`config.mk`:
```
export PLATFORM = sky130hd
export DESIGN_NAME = dm_arbiter_flat
export DESIGN_NICKNAME = d
export VERILOG_FILES = /design/src/rtl/dm_arb_pkg.sv /design/src/rtl/dm_arbiter_if.sv /design/src/rtl/dm_arb_pick.sv /design/src/rtl/dm_arbiter.sv /design/src/flat_wrapper.sv
export SDC_FILE = /design/constraint.sdc
export NUM_CORES = 1
export LEC_CHECK = 0
export CORE_UTILIZATION = 39
export CTS_CLUSTER_DIAMETER = 200
export DETAILED_ROUTE_END_ITERATION = 8
export PLACE_DENSITY = 0.92
export SYNTH_ARGS = -nofsm -noshare
export SYNTH_HDL_FRONTEND = slang
export SYNTH_SLANG_ARGS = --single-unit
```
`constraint.sdc`:
```
create_clock -name clk -period 4.05 [get_ports clk]
set_input_delay 0.6075 -clock clk [delete_from_list [all_inputs] [get_ports clk]]
set_output_delay 0.6075 -clock clk [all_outputs]
set_load 0.03 [all_outputs]
```
`src/rtl/dm_arb_pkg.sv`:
```
// dm_arb_pkg: shared types and constants for the data-memory arbiter.
package dm_arb_pkg;

   localparam int unsigned ADDR_W = 7;
   localparam int unsigned DATA_W = 8;

   localparam logic PORT_SPI = 1'b0;
   localparam logic PORT_LCL = 1'b1;

   typedef enum logic [1:0] {
      IDLE,
      ACCESS,
      RESP
   } arb_state_t;

endpackage

```
`src/rtl/dm_arbiter_if.sv`:
```
// dm_arbiter_if: requester handshake plus data-memory bus of the arbiter.
// master = requesters/memory side, slave = arbiter side.
interface dm_arbiter_if #(
   parameter int unsigned ADDR_W = dm_arb_pkg::ADDR_W,
   parameter int unsigned DATA_W = dm_arb_pkg::DATA_W
);
   logic [1:0]        req;
   logic [1:0]        we;
   logic [1:0]        lock;
   logic [ADDR_W-1:0] addr0;
   logic [ADDR_W-1:0] addr1;
   logic [DATA_W-1:0] wdata0;
   logic [DATA_W-1:0] wdata1;
   logic [1:0]        gnt;
   logic [1:0]        rvalid;
   logic [DATA_W-1:0] rdata;
   logic [ADDR_W-1:0] dm_addr;
   logic              dm_we;
   logic [DATA_W-1:0] dm_din;
   logic [DATA_W-1:0] dm_dout;

   modport master (
      output req, we, lock, addr0, addr1, wdata0, wdata1, dm_dout,
      input  gnt, rvalid, rdata, dm_addr, dm_we, dm_din
   );

   modport slave (
      input  req, we, lock, addr0, addr1, wdata0, wdata1, dm_dout,
      output gnt, rvalid, rdata, dm_addr, dm_we, dm_din
   );
endinterface

```
`src/rtl/dm_arb_pick.sv`:
```
// dm_arb_pick: combinational winner selection for the data-memory arbiter.
// Build option: DM_ARB_ROUND_ROBIN_EN -> contention goes to the port that
// was not served last; undefined -> port 0 always wins contention.
module dm_arb_pick
   import dm_arb_pkg::*;
(
   input  logic [1:0] req,
   input  logic [1:0] lock,
   input  logic       owner,
   input  logic       last,
   input  arb_state_t state,
   output logic       valid,
   output logic       winner
);

`ifndef DM_ARB_ROUND_ROBIN_EN
   logic unused_last;
   assign unused_last = last;
`endif

   // Lock continuation first, then a lone requester, then contention policy
   always_comb begin
      valid  = 1'b0;
      winner = PORT_SPI;
      if (state != ACCESS && req != 2'b00) begin
         valid = 1'b1;
         if (state == RESP && lock[owner] && req[owner]) begin
            winner = owner;
         end else if (req == 2'b01) begin
            winner = PORT_SPI;
         end else if (req == 2'b10) begin
            winner = PORT_LCL;
         end else begin
`ifdef DM_ARB_ROUND_ROBIN_EN
            winner = ~last;
`else
            winner = PORT_SPI;
`endif
         end
      end
   end

endmodule

```
`src/rtl/dm_arbiter.sv`:
```
// dm_arbiter: shares one data memory between the SPI datapath (port 0) and
// a local requester (port 1). One access = ACCESS cycle (gnt) + RESP cycle
// (rvalid); arbitration happens at the edges leaving IDLE and RESP.
// Build option: DM_ARB_ROUND_ROBIN_EN (contention policy, see dm_arb_pick).
module dm_arbiter #(
   parameter int unsigned ADDR_W = dm_arb_pkg::ADDR_W,
   parameter int unsigned DATA_W = dm_arb_pkg::DATA_W
) (
   input logic         clk,
   input logic         reset,
   dm_arbiter_if.slave bus
);
   import dm_arb_pkg::*;

   arb_state_t        state;
   arb_state_t        state_nxt;
   logic              owner;
   logic              last;
   logic              pick_valid;
   logic              pick_winner;
   logic              win_we;
   logic [ADDR_W-1:0] win_addr;
   logic [DATA_W-1:0] win_wdata;

   dm_arb_pick u_pick (
      .req    (bus.req),
      .lock   (bus.lock),
      .owner  (owner),
      .last   (last),
      .state  (state),
      .valid  (pick_valid),
      .winner (pick_winner)
   );

   // Next state, per-port strobes and winner request-field mux
   always_comb begin
      state_nxt  = state;
      bus.gnt    = '0;
      bus.rvalid = '0;
      win_we     = bus.we[pick_winner];
      win_addr   = pick_winner ? bus.addr1  : bus.addr0;
      win_wdata  = pick_winner ? bus.wdata1 : bus.wdata0;
      unique case (state)
         IDLE:    state_nxt = pick_valid ? ACCESS : IDLE;
         ACCESS: begin
            bus.gnt[owner] = 1'b1;
            state_nxt      = RESP;
         end
         RESP: begin
            bus.rvalid[owner] = 1'b1;
            state_nxt         = pick_valid ? ACCESS : IDLE;
         end
         default: state_nxt = IDLE;
      endcase
   end

   // State, owner and last-served registers
   always_ff @(posedge clk or posedge reset) begin
      if (reset) begin
         state <= IDLE;
         owner <= PORT_SPI;
         last  <= PORT_LCL;
      end else begin
         state <= state_nxt;
         if (state == ACCESS) last  <= owner;
         if (pick_valid)      owner <= pick_winner;
      end
   end

   // Registered memory bus and read-data capture
   always_ff @(posedge clk or posedge reset) begin
      if (reset) begin
         bus.dm_addr <= '0;
         bus.dm_we   <= 1'b0;
         bus.dm_din  <= '0;
         bus.rdata   <= '0;
      end else begin
         if (state == ACCESS) begin
            bus.rdata <= bus.dm_dout;
            bus.dm_we <= 1'b0;
         end
         if (pick_valid) begin
            bus.dm_we   <= win_we;
            bus.dm_addr <= win_addr;
            bus.dm_din  <= win_wdata;
         end
      end
   end

endmodule

```
`src/flat_wrapper.sv`:
```
// flat-port wrapper written by rule: the top's interface ports become plain ports
module dm_arbiter_flat import dm_arb_pkg::*;
#(
   parameter int unsigned ADDR_W = dm_arb_pkg::ADDR_W,
   parameter int unsigned DATA_W = dm_arb_pkg::DATA_W
)
  (clk, reset, bus_req, bus_we, bus_lock, bus_addr0, bus_addr1, bus_wdata0, bus_wdata1, bus_dm_dout, bus_gnt, bus_rvalid, bus_rdata, bus_dm_addr, bus_dm_we, bus_dm_din);
  dm_arbiter_if #(.ADDR_W(ADDR_W), .DATA_W(DATA_W)) bus_i ();
  input logic clk;
  input logic reset;
  input wire logic [$bits(bus_i.req)-1:0] bus_req;
  input wire logic [$bits(bus_i.we)-1:0] bus_we;
  input wire logic [$bits(bus_i.lock)-1:0] bus_lock;
  input wire logic [$bits(bus_i.addr0)-1:0] bus_addr0;
  input wire logic [$bits(bus_i.addr1)-1:0] bus_addr1;
  input wire logic [$bits(bus_i.wdata0)-1:0] bus_wdata0;
  input wire logic [$bits(bus_i.wdata1)-1:0] bus_wdata1;
  input wire logic [$bits(bus_i.dm_dout)-1:0] bus_dm_dout;
  output wire logic [$bits(bus_i.gnt)-1:0] bus_gnt;
  output wire logic [$bits(bus_i.rvalid)-1:0] bus_rvalid;
  output wire logic [$bits(bus_i.rdata)-1:0] bus_rdata;
  output wire logic [$bits(bus_i.dm_addr)-1:0] bus_dm_addr;
  output wire logic [$bits(bus_i.dm_we)-1:0] bus_dm_we;
  output wire logic [$bits(bus_i.dm_din)-1:0] bus_dm_din;
  assign bus_i.req = bus_req;
  assign bus_i.we = bus_we;
  assign bus_i.lock = bus_lock;
  assign bus_i.addr0 = bus_addr0;
  assign bus_i.addr1 = bus_addr1;
  assign bus_i.wdata0 = bus_wdata0;
  assign bus_i.wdata1 = bus_wdata1;
  assign bus_i.dm_dout = bus_dm_dout;
  assign bus_gnt = bus_i.gnt;
  assign bus_rvalid = bus_i.rvalid;
  assign bus_rdata = bus_i.rdata;
  assign bus_dm_addr = bus_i.dm_addr;
  assign bus_dm_we = bus_i.dm_we;
  assign bus_dm_din = bus_i.dm_din;
  dm_arbiter #(.ADDR_W(ADDR_W), .DATA_W(DATA_W)) u_core (.clk(clk), .reset(reset), .bus(bus_i));
endmodule
```
# Word level (Yosys, flattened, before mapping)
# Cells that the tools add are included.
# word_totals
output_inout_bits,28
latch_bits,0
inputBits,46
ramBits,0
elab_cells,43
ff_bits,27
mem_bits_ro,0
mem_count,0
# classes
n_div,0
magnitude_cmp,3
n_mux,21
mul,0
reduce_logical,8
shifts,0
n_eq_ne,5
bitwise_logic,0
addsub,0
# ops
cell,n
two-way mux 1 bit,15
two-way mux 8 bit,1
two-way mux 7 bit,1
"equality test 2 x 1 -> 1 bit, second input constant",2
"equality test 2 bit, second input constant",2
logical AND 1 bit,4
"< comparator 1 x 2 -> 1 bit, second input constant",2
two-way mux 2 bit,2
case mux 2 bit (2 select lines),1
nonzero test 2 bit,2
zero test 2 bit,1
"inequality test 2 x 1 -> 1 bit, second input constant",1
OR reduction 2 bit,1
demux 1 bit (select 1 bit),1
">= comparator 1 bit, second input constant",1

# Depth between registers and ports, before layout
# Gate-level depths: netlist of run 1.
# logic_depth
depth_word,9
mapped_depth,5
depth_no_buf,4

# Hierarchy
# A second synthesis of run 1 with hierarchy kept.
# hier_totals
hier_cells,110
area_unflattened_um2,1296.2
# by_module_without_submodules
mod,cells_per_inst,seq_area_each_um2,area_each_um2,instances
dm_arbiter,103,701.9,1253.7,1
dm_arb_pick,7,0.0,42.5,1

# Worst setup path after synthesis of run 1
# OpenSTA, ideal clock, no wires.
# synth_timing
path_type,reg2out
start,reg u_core.state[1]
end,out bus_gnt[0]
n_path_buf,1
t_arrival_ps,1232
slack_ps,2210
stages_incl_launch_ff,4
required_ps,3442
path_cell_list,dfrtp_1 -> nand2b_2 -> buf_1 -> nor2_1
# synth_between
elab_chain_cells,2
# synth_rtl
element,line,source
start: declaration,dm_arbiter.sv:15,arb_state_t state;
start signal: assignment,dm_arbiter.sv:64,state <= state_nxt;
equality test 2 x 1 -> 1 bit,dm_arbiter.sv:43,unique case (state)
two-way mux 2 bit,dm_arbiter.sv:43,
end: declaration,flat_wrapper.sv:19,output wire logic [$bits(bus_i.gnt)-1:0] bus_gnt;
# No other way between the ends.

# Worst setup path after layout of run 1
# layout_timing
start,reg u_core.state[1]
end,out bus_gnt[1]
# The elaborated chain is that of the path after synthesis.

==> run summary, run 1 <==
Layout overhead on the synthesized area: 64.11%
Dominant cells by area after synthesis: dfrtp_1, a221o_1, and2_1
Final setup viols: 0
Register area share after synthesis: 0.5684
H-tree Lvls: 1
Cells after Synth: 107
Gr usage total: 0.1982
Post-Syn Nets: 153
Max Freq: 358.8 MHz
Relative slew slack: 0.3552
Ports: 74
HPWL Detailed: 2.383 mm
Max-cap viol count: 0
Sink Count: 27
Die Height: 57.21 microns
Core ar.: 2829 sq um
Crit path max fanout: 15
Routability cong.: 0.7504
Crit path largest cell delay: 0.59 ns
Clock-pin transition on the worst setup and hold timing paths: 0.14 ns
CP max-delay cell: clkdlybuf4s50_1
R2R setup slack: 2.32 ns
WHS Path Cells: 2
Critical path buffers and inverters: 2
Final-stage net count: 226
# fillers: 217
Startpoint Class: flip-flop
Setup bufs post-CTS: 0
Worst R2R End: u_core.bus.dm_din[0]
First-pass GRT wire length: 5.037 mm
Sink of the worst hold path: u_core.bus.rdata[2]
Number of global-route vias before repair: 1074
TritonRoute pass-1 iters: 6
Post-cts resize count: 0
CTS root buf: clkbuf_4
Post-synth EDFFs: 0
Share of the synthesized area in the top cell type: 0.5684
Antenna-violating nets left: 0
Worst Skew: 0.008060 ns
Worst vdd ir: 0.0002191 V
HP Class: reg -> reg
Outcome: finished, violations left
Most frequent cell after synthesis: dfrtp_1
Die Width: 57.21 microns
Final Hold Viols: 0
Power per cell area: 444.6 nW/um^2
Starting Density: 0.4202
Multi-input logic area: 474.2 sq um
Initial antenna violation count: 0
Hold path start: u_core.bus.rdata[2]
DRC: 4
ANT cells: 0
CTS tree: yes
Post-synth top flop: dfrtp_1
Hold buffer count at CTS: 0
Slew Viols, Final: 0
Detailed Route WL: 3.088 mm
Pin count of the biggest net entering global routing: 28
Synth warn: 0
Final cycle utilization of the critical path: 0.6882
Min Clock Period, post-route: 2.787 ns
GRT overflow: 0
Slew at the pin closest to its max-slew limit: 0.9662 ns
Synthesized area: 1189 sq um
Family with the most delay on the worst path: buffers and inverters
RSZ-0062 raised after global routing: false
Wire length per cell: 14.70 microns
Seq cells post-synth: 27
Final setup TNS: 0 ns
Worst-path cell chain: nand2b_2 -> clkinv_1 -> and2_1 -> clkdlybuf4s50_1
Total area of sequential cells: 675.6 sq um
Synth async-reset ratio: 1.000
# rows: 19
Vias per Instance: 5.143
Clk buf depth: 2
Iter 0 DRT Violations: 49
Layout cell share with drive strength beyond 1: 0.04469
Cells on worst reg2reg path: 4
Post-synth top cells: dfrtp_1, nand2_1, and2_1
Port bufs: 72
Final core utilization: 0.6895
DIE AREA: 3272 sq um
Arrival time at the worst endpoint: 2.18 ns
CP Capture Type: primary output
Reg2reg start: u_core.state[1]
Via count: 1080
Failing checks: design-rule violations
Leak: 0.8534 nW
Mapped Avg Cell Area: 11.11 sq um
Data required, critical path: 3.44 ns
CTS buffer count: 3
Netlist cell types: 24
CP Depth: 4
Worst skew pair latency: 0.31 ns
Synth area leader: dfrtp_1
Crit Path Category: reg -> out
per-layer routing:
| layer | vias to the layer above | share of wire | routed length (microns) | global-route usage |
|---|---|---|---|---|
| li1 | 520 | - | - | - |
| met1 | 514 | 0.42 | 1283 | 0.2660 |
| met2 | 44 | 0.51 | 1584 | 0.3378 |
| met3 | 2 | 0.065 | 200 | 0.04308 |
| met4 | 0 | 0.0062 | 19 | 0.03136 |
| met5 | - | 0 | 0 | 0 |
worst min-delay path: stages (launching register included):
cell and delay [ns]:
dfrtp_1 0.37, nand2_1 0.05, nand2_1 0.06
power breakdown:
| part | switching, mW | total (mW) | internal (mW) |
|---|---|---|---|
| logic | 0.212 | 0.398 | 0.186 |
| clock network | 0.0718 | 0.110 | 0.0383 |
| registers | 0.0330 | 0.360 | 0.327 |
stage by stage:
stage | setup slack [ns] | cells | hold slack (ns) | power, mW | instance area (sq um)
6_report | 1.263 | 210 | 0.4899 | 0.8673 | 1951
5_1_grt | 1.082 | 210 | 0.5265 | 0.9204 | 1951
4_1_cts | 1.239 | 210 | 0.4975 | 0.8758 | 1951
3_5_place_dp | 1.596 | 206 | 0.4662 | 0.7644 | 1924
3_3_place_gp | 1.631 | 206 | 0.4584 | 0.7541 | 1924
2_1_floorplan | 2.210 | 107 | 0.4691 | 0.5797 | 1189
worst max path at each step:
| stage | from | to | slack (ns) |
|---|---|---|---|
| global route | u_core.state[0] | bus_gnt[1] | 1.08 |
| CTS | u_core.state[0] | bus_gnt[1] | 1.24 |
| detailed placement | u_core.state[0] | bus_gnt[1] | 1.60 |
| floorplan | u_core.state[1] | bus_gnt[0] | 2.21 |
| global placement | u_core.state[0] | bus_gnt[1] | 1.63 |
| finish | u_core.state[1] | bus_gnt[1] | 1.26 |
registers in the layout (all words and copies together), names as in the netlist:
name	cells
u_core.owner	1
u_core.bus.dm_din	8
u_core.bus.rdata	8
u_core.bus.dm_addr	7
u_core.bus.dm_we	1
u_core.state	2
placed cells by master, fill, tap and decap left out:
| cell | count |
|---|---|
| a21oi_4 | 1 |
| and4b_4 | 1 |
| nand2b_2 | 1 |
| a21oi_1 | 2 |
| nor2_1 | 1 |
| o21ai_0 | 1 |
| o21ai_1 | 1 |
| a32oi_1 | 1 |
| o31ai_1 | 1 |
| dfrtp_1 | 27 |
| inv_1 | 3 |
| and2_1 | 16 |
| nor2_4 | 1 |
| clkinv_1 | 1 |
| and3b_1 | 1 |
| nor3b_1 | 1 |
| nand2_1 | 25 |
| a221o_1 | 15 |
| a21o_1 | 2 |
| clkbuf_1 | 1 |
| clkbuf_4 | 3 |
| clkdlybuf4s50_1 | 72 |
| a21oi_2 | 1 |
cell families (layout without fill, tap and decap cells):
logic type      after synthesis  in the layout  share of synthesized area
compound gates               25             25                     0.1905
buf+inv                       8             80                    0.03262
flops                        27             27                     0.5684
simple gates                 47             47                     0.2084
cell type report:
class                   instances  area share
clock buffers                   4     0.01347
inverters                       4    0.007697
multi-input cells              72      0.2431
flip-flops and latches         27      0.3464
well taps                      31     0.01988
repair buffers                 72      0.3695
(Power assumes the default switching activity.)
==> inputs of run 2 (changes only) <==
CORE_UTILIZATION = 36   (was 39)
PLACE_DENSITY = 0.87   (was 0.92)
clock period = 2.8 ns   (was 4.05 ns; I/O delays follow)
==> run summary, run 2 (synthesis gave the netlist of run 1 again) <==
Outcome: completed
Via count: 1109 (+2.7%)
Min Clock Period, post-route: 2.628 ns
Placed instance count: 219 (+6.3%)
Worst skew pair latency: 0.32 ns (about the same)
Initial antenna violation count: 0 (unchanged)
Die Height: 59.46 microns (+3.9%)
Layout cell share with drive strength beyond 1: 0.04469 (unchanged)
GRT overflow: 0 (unchanged)
Layout overhead on the synthesized area: 65.47%
Crit path largest cell delay: 0.58 ns (about the same)
Worst R2R End: u_core.bus.dm_addr[3]
Relative slew slack: 0.3372 (-0.01802)
H-tree Lvls: 1 (unchanged)
Leading registers by flop count: u_core.bus.dm_din: 8 flops, u_core.bus.rdata: 8 flops, u_core.bus.dm_addr: 7 flops
Worst Skew: 0.001380 ns (-0.006680 ns)
ANT cells: 0 (unchanged)
Final setup TNS: 0 ns (unchanged)
CTS buffer count: 3 (unchanged)
# rows: 20 (+1)
CP max-delay cell: clkdlybuf4s50_1
Comb pwr share: 0.457 (about the same)
Sw Pwr: 0.4682 mW (+48%)
HPWL Detailed: 2.525 mm (+5.9%)
Switching Share: 0.3702 (+0.004916)
CP Capture Type: primary output
Detailed Route WL: 3.257 mm (+5.5%)
Data required, critical path: 2.38 ns (-1.06 ns)
Clock Power Share: 0.131 (+0.004)
Leak: 0.8534 nW (unchanged)
DRC: 0 (-4)
Number of global-route vias before repair: 1169 (+8.8%)
Arrival time at the worst endpoint: 2.21 ns (+0.03 ns)
Vias per Instance: 4.973 (-3.3%)
Die Width: 59.46 microns (+3.9%)
Layout Cells excl Fill: 223 (+6.2%)
Critical path buffers and inverters: 2 (unchanged)
Gr usage total: 0.1964 (-0.001776)
Int Power: 0.7964 mW (+45%)
Startpoint Class: flip-flop
HP Class: reg -> reg
Iter 0 DRT Violations: 47 (-4.1%)
Worst vdd ir: 0.0002456 V (+12%)
Core ar.: 3103 sq um (+9.7%)
CP Depth: 4 (unchanged)
Clock-pin transition on the worst setup and hold timing paths: 0.14 ns (about the same)
Sink Count: 27 (unchanged)
Register share of total power: 0.412 (-0.003)
Clk buf depth: 2 (unchanged)
CP startpoint: u_core.state[0]
Worst Setup EP: bus_gnt[1]
Slew Viols, Final: 0 (unchanged)
Starting Density: 0.3831 (-0.03710)
Crit Path Category: reg -> out
Hold buffer count at CTS: 0 (unchanged)
R2R setup slack: 1.02 ns (-1.30 ns)
Family with the most delay on the worst path: buffers and inverters
Pin count of the biggest net entering global routing: 28 (unchanged)
Most frequent cells in the layout: clkdlybuf4s50_1, dfrtp_1, nand2_1
Max Freq: 380.6 MHz
Routability cong.: 0.8052 (+7.3%)
# fillers: 281 (+29%)
Max-cap viol count: 0 (unchanged)
Post-cts resize count: 0 (unchanged)
Worst-path cell chain: nand2b_2 -> clkinv_1 -> and2_1 -> clkdlybuf4s50_1
Reg2reg start: u_core.state[0]
Wire length per cell: 14.61 microns (-0.68%)
Power per cell area: 643.0 nW/um^2 (+45%)
Port bufs: 72 (unchanged)
First-pass GRT wire length: 5.119 mm (+1.6%)
Final setup viols: 0 (unchanged)
Crit path max fanout: 15 (unchanged)
Commonest non-fill, non-tap cell in the layout: clkdlybuf4s50_1
Final cycle utilization of the critical path: 0.9385
Final-stage net count: 226 (unchanged)
Cells on worst reg2reg path: 4 (unchanged)
Final Hold Viols: 0 (unchanged)
CTS root buf: clkbuf_4
CTS tree: yes
Antenna-violating nets left: 0 (unchanged)
DIE AREA: 3535 sq um (+8.0%)
Slew at the pin closest to its max-slew limit: 0.9932 ns (+0.02700 ns)
Setup bufs post-CTS: 0 (unchanged)
Ports: 74 (unchanged)
TritonRoute pass-1 iters: 4 (-2)
RSZ-0062 raised after global routing: false
run 2: cell counts in the layout (fill, tap and decap cells not counted):
No cell type changed its count.
run 2: worst min-delay path by stage:
stage,endpoint,startpoint,slack [ns],cells past startpoint
floorplan,u_core.bus.dm_addr[0],reset,0.47,1
global placement,u_core.bus.rdata[4],u_core.bus.rdata[4],0.46,2
detailed placement,u_core.bus.rdata[1],u_core.bus.rdata[1],0.47,2
CTS,u_core.bus.rdata[1],u_core.bus.rdata[1],0.50,2
global route,u_core.bus.rdata[7],u_core.bus.rdata[7],0.53,2
finish,u_core.bus.rdata[3],u_core.bus.rdata[3],0.50,2
run 2: power groups by stage:
stage / registers, mW / clock network [mW] / logic [mW]
after detailed placement: 0.527 / 0 / 0.582
after floorplan: 0.678 / 0 / 0.160
after global placement: 0.524 / 0 / 0.569
after CTS: 0.521 / 0.172 / 0.584
final: 0.521 / 0.166 / 0.578
after global routing: 0.530 / 0.189 / 0.612
run 2: final cells by class:
type / instances / area [sq um] / area share
Timing Repair Buffer: 72 / 720.7 / 0.3664
Sequential cell: 27 / 675.6 / 0.3435
Multi-Input combinational cell: 72 / 474.2 / 0.2411
Tap cell: 44 / 55.05 / 0.02799
Clock buffer: 4 / 26.28 / 0.01336
Inverter: 4 / 15.01 / 0.007634
run 2: metrics by stage:
stage          hold WS [ns]    util  cell area [sq um]  setup slack, ns  power [mW]
4_1_cts              0.5026  0.6339               1967           0.1244       1.277
2_1_floorplan        0.4691       -               1189            1.148      0.8385
6_report             0.4958  0.6339               1967           0.1723       1.265
3_5_place_dp         0.4687  0.6254               1941           0.5293       1.109
3_3_place_gp         0.4611  0.6254               1941           0.5796       1.093
5_1_grt              0.5258  0.6339               1967         0.007374       1.331
run 2: routing by layer:
layer	up-vias	global-route usage	wire length, microns
li1	520	-	-
met1	544	0.2095	1256
met2	39	0.3708	1780
met3	6	0.03930	172
met4	0	0.08163	47
met5	-	0	0
run 2: worst register-to-register path, stage by stage, from the launching register on:
cell and delay, ns:
dfrtp_1 0.45, nand2b_2 0.28, o21ai_1 0.38, and2_1 0.29, a221o_1 0.27
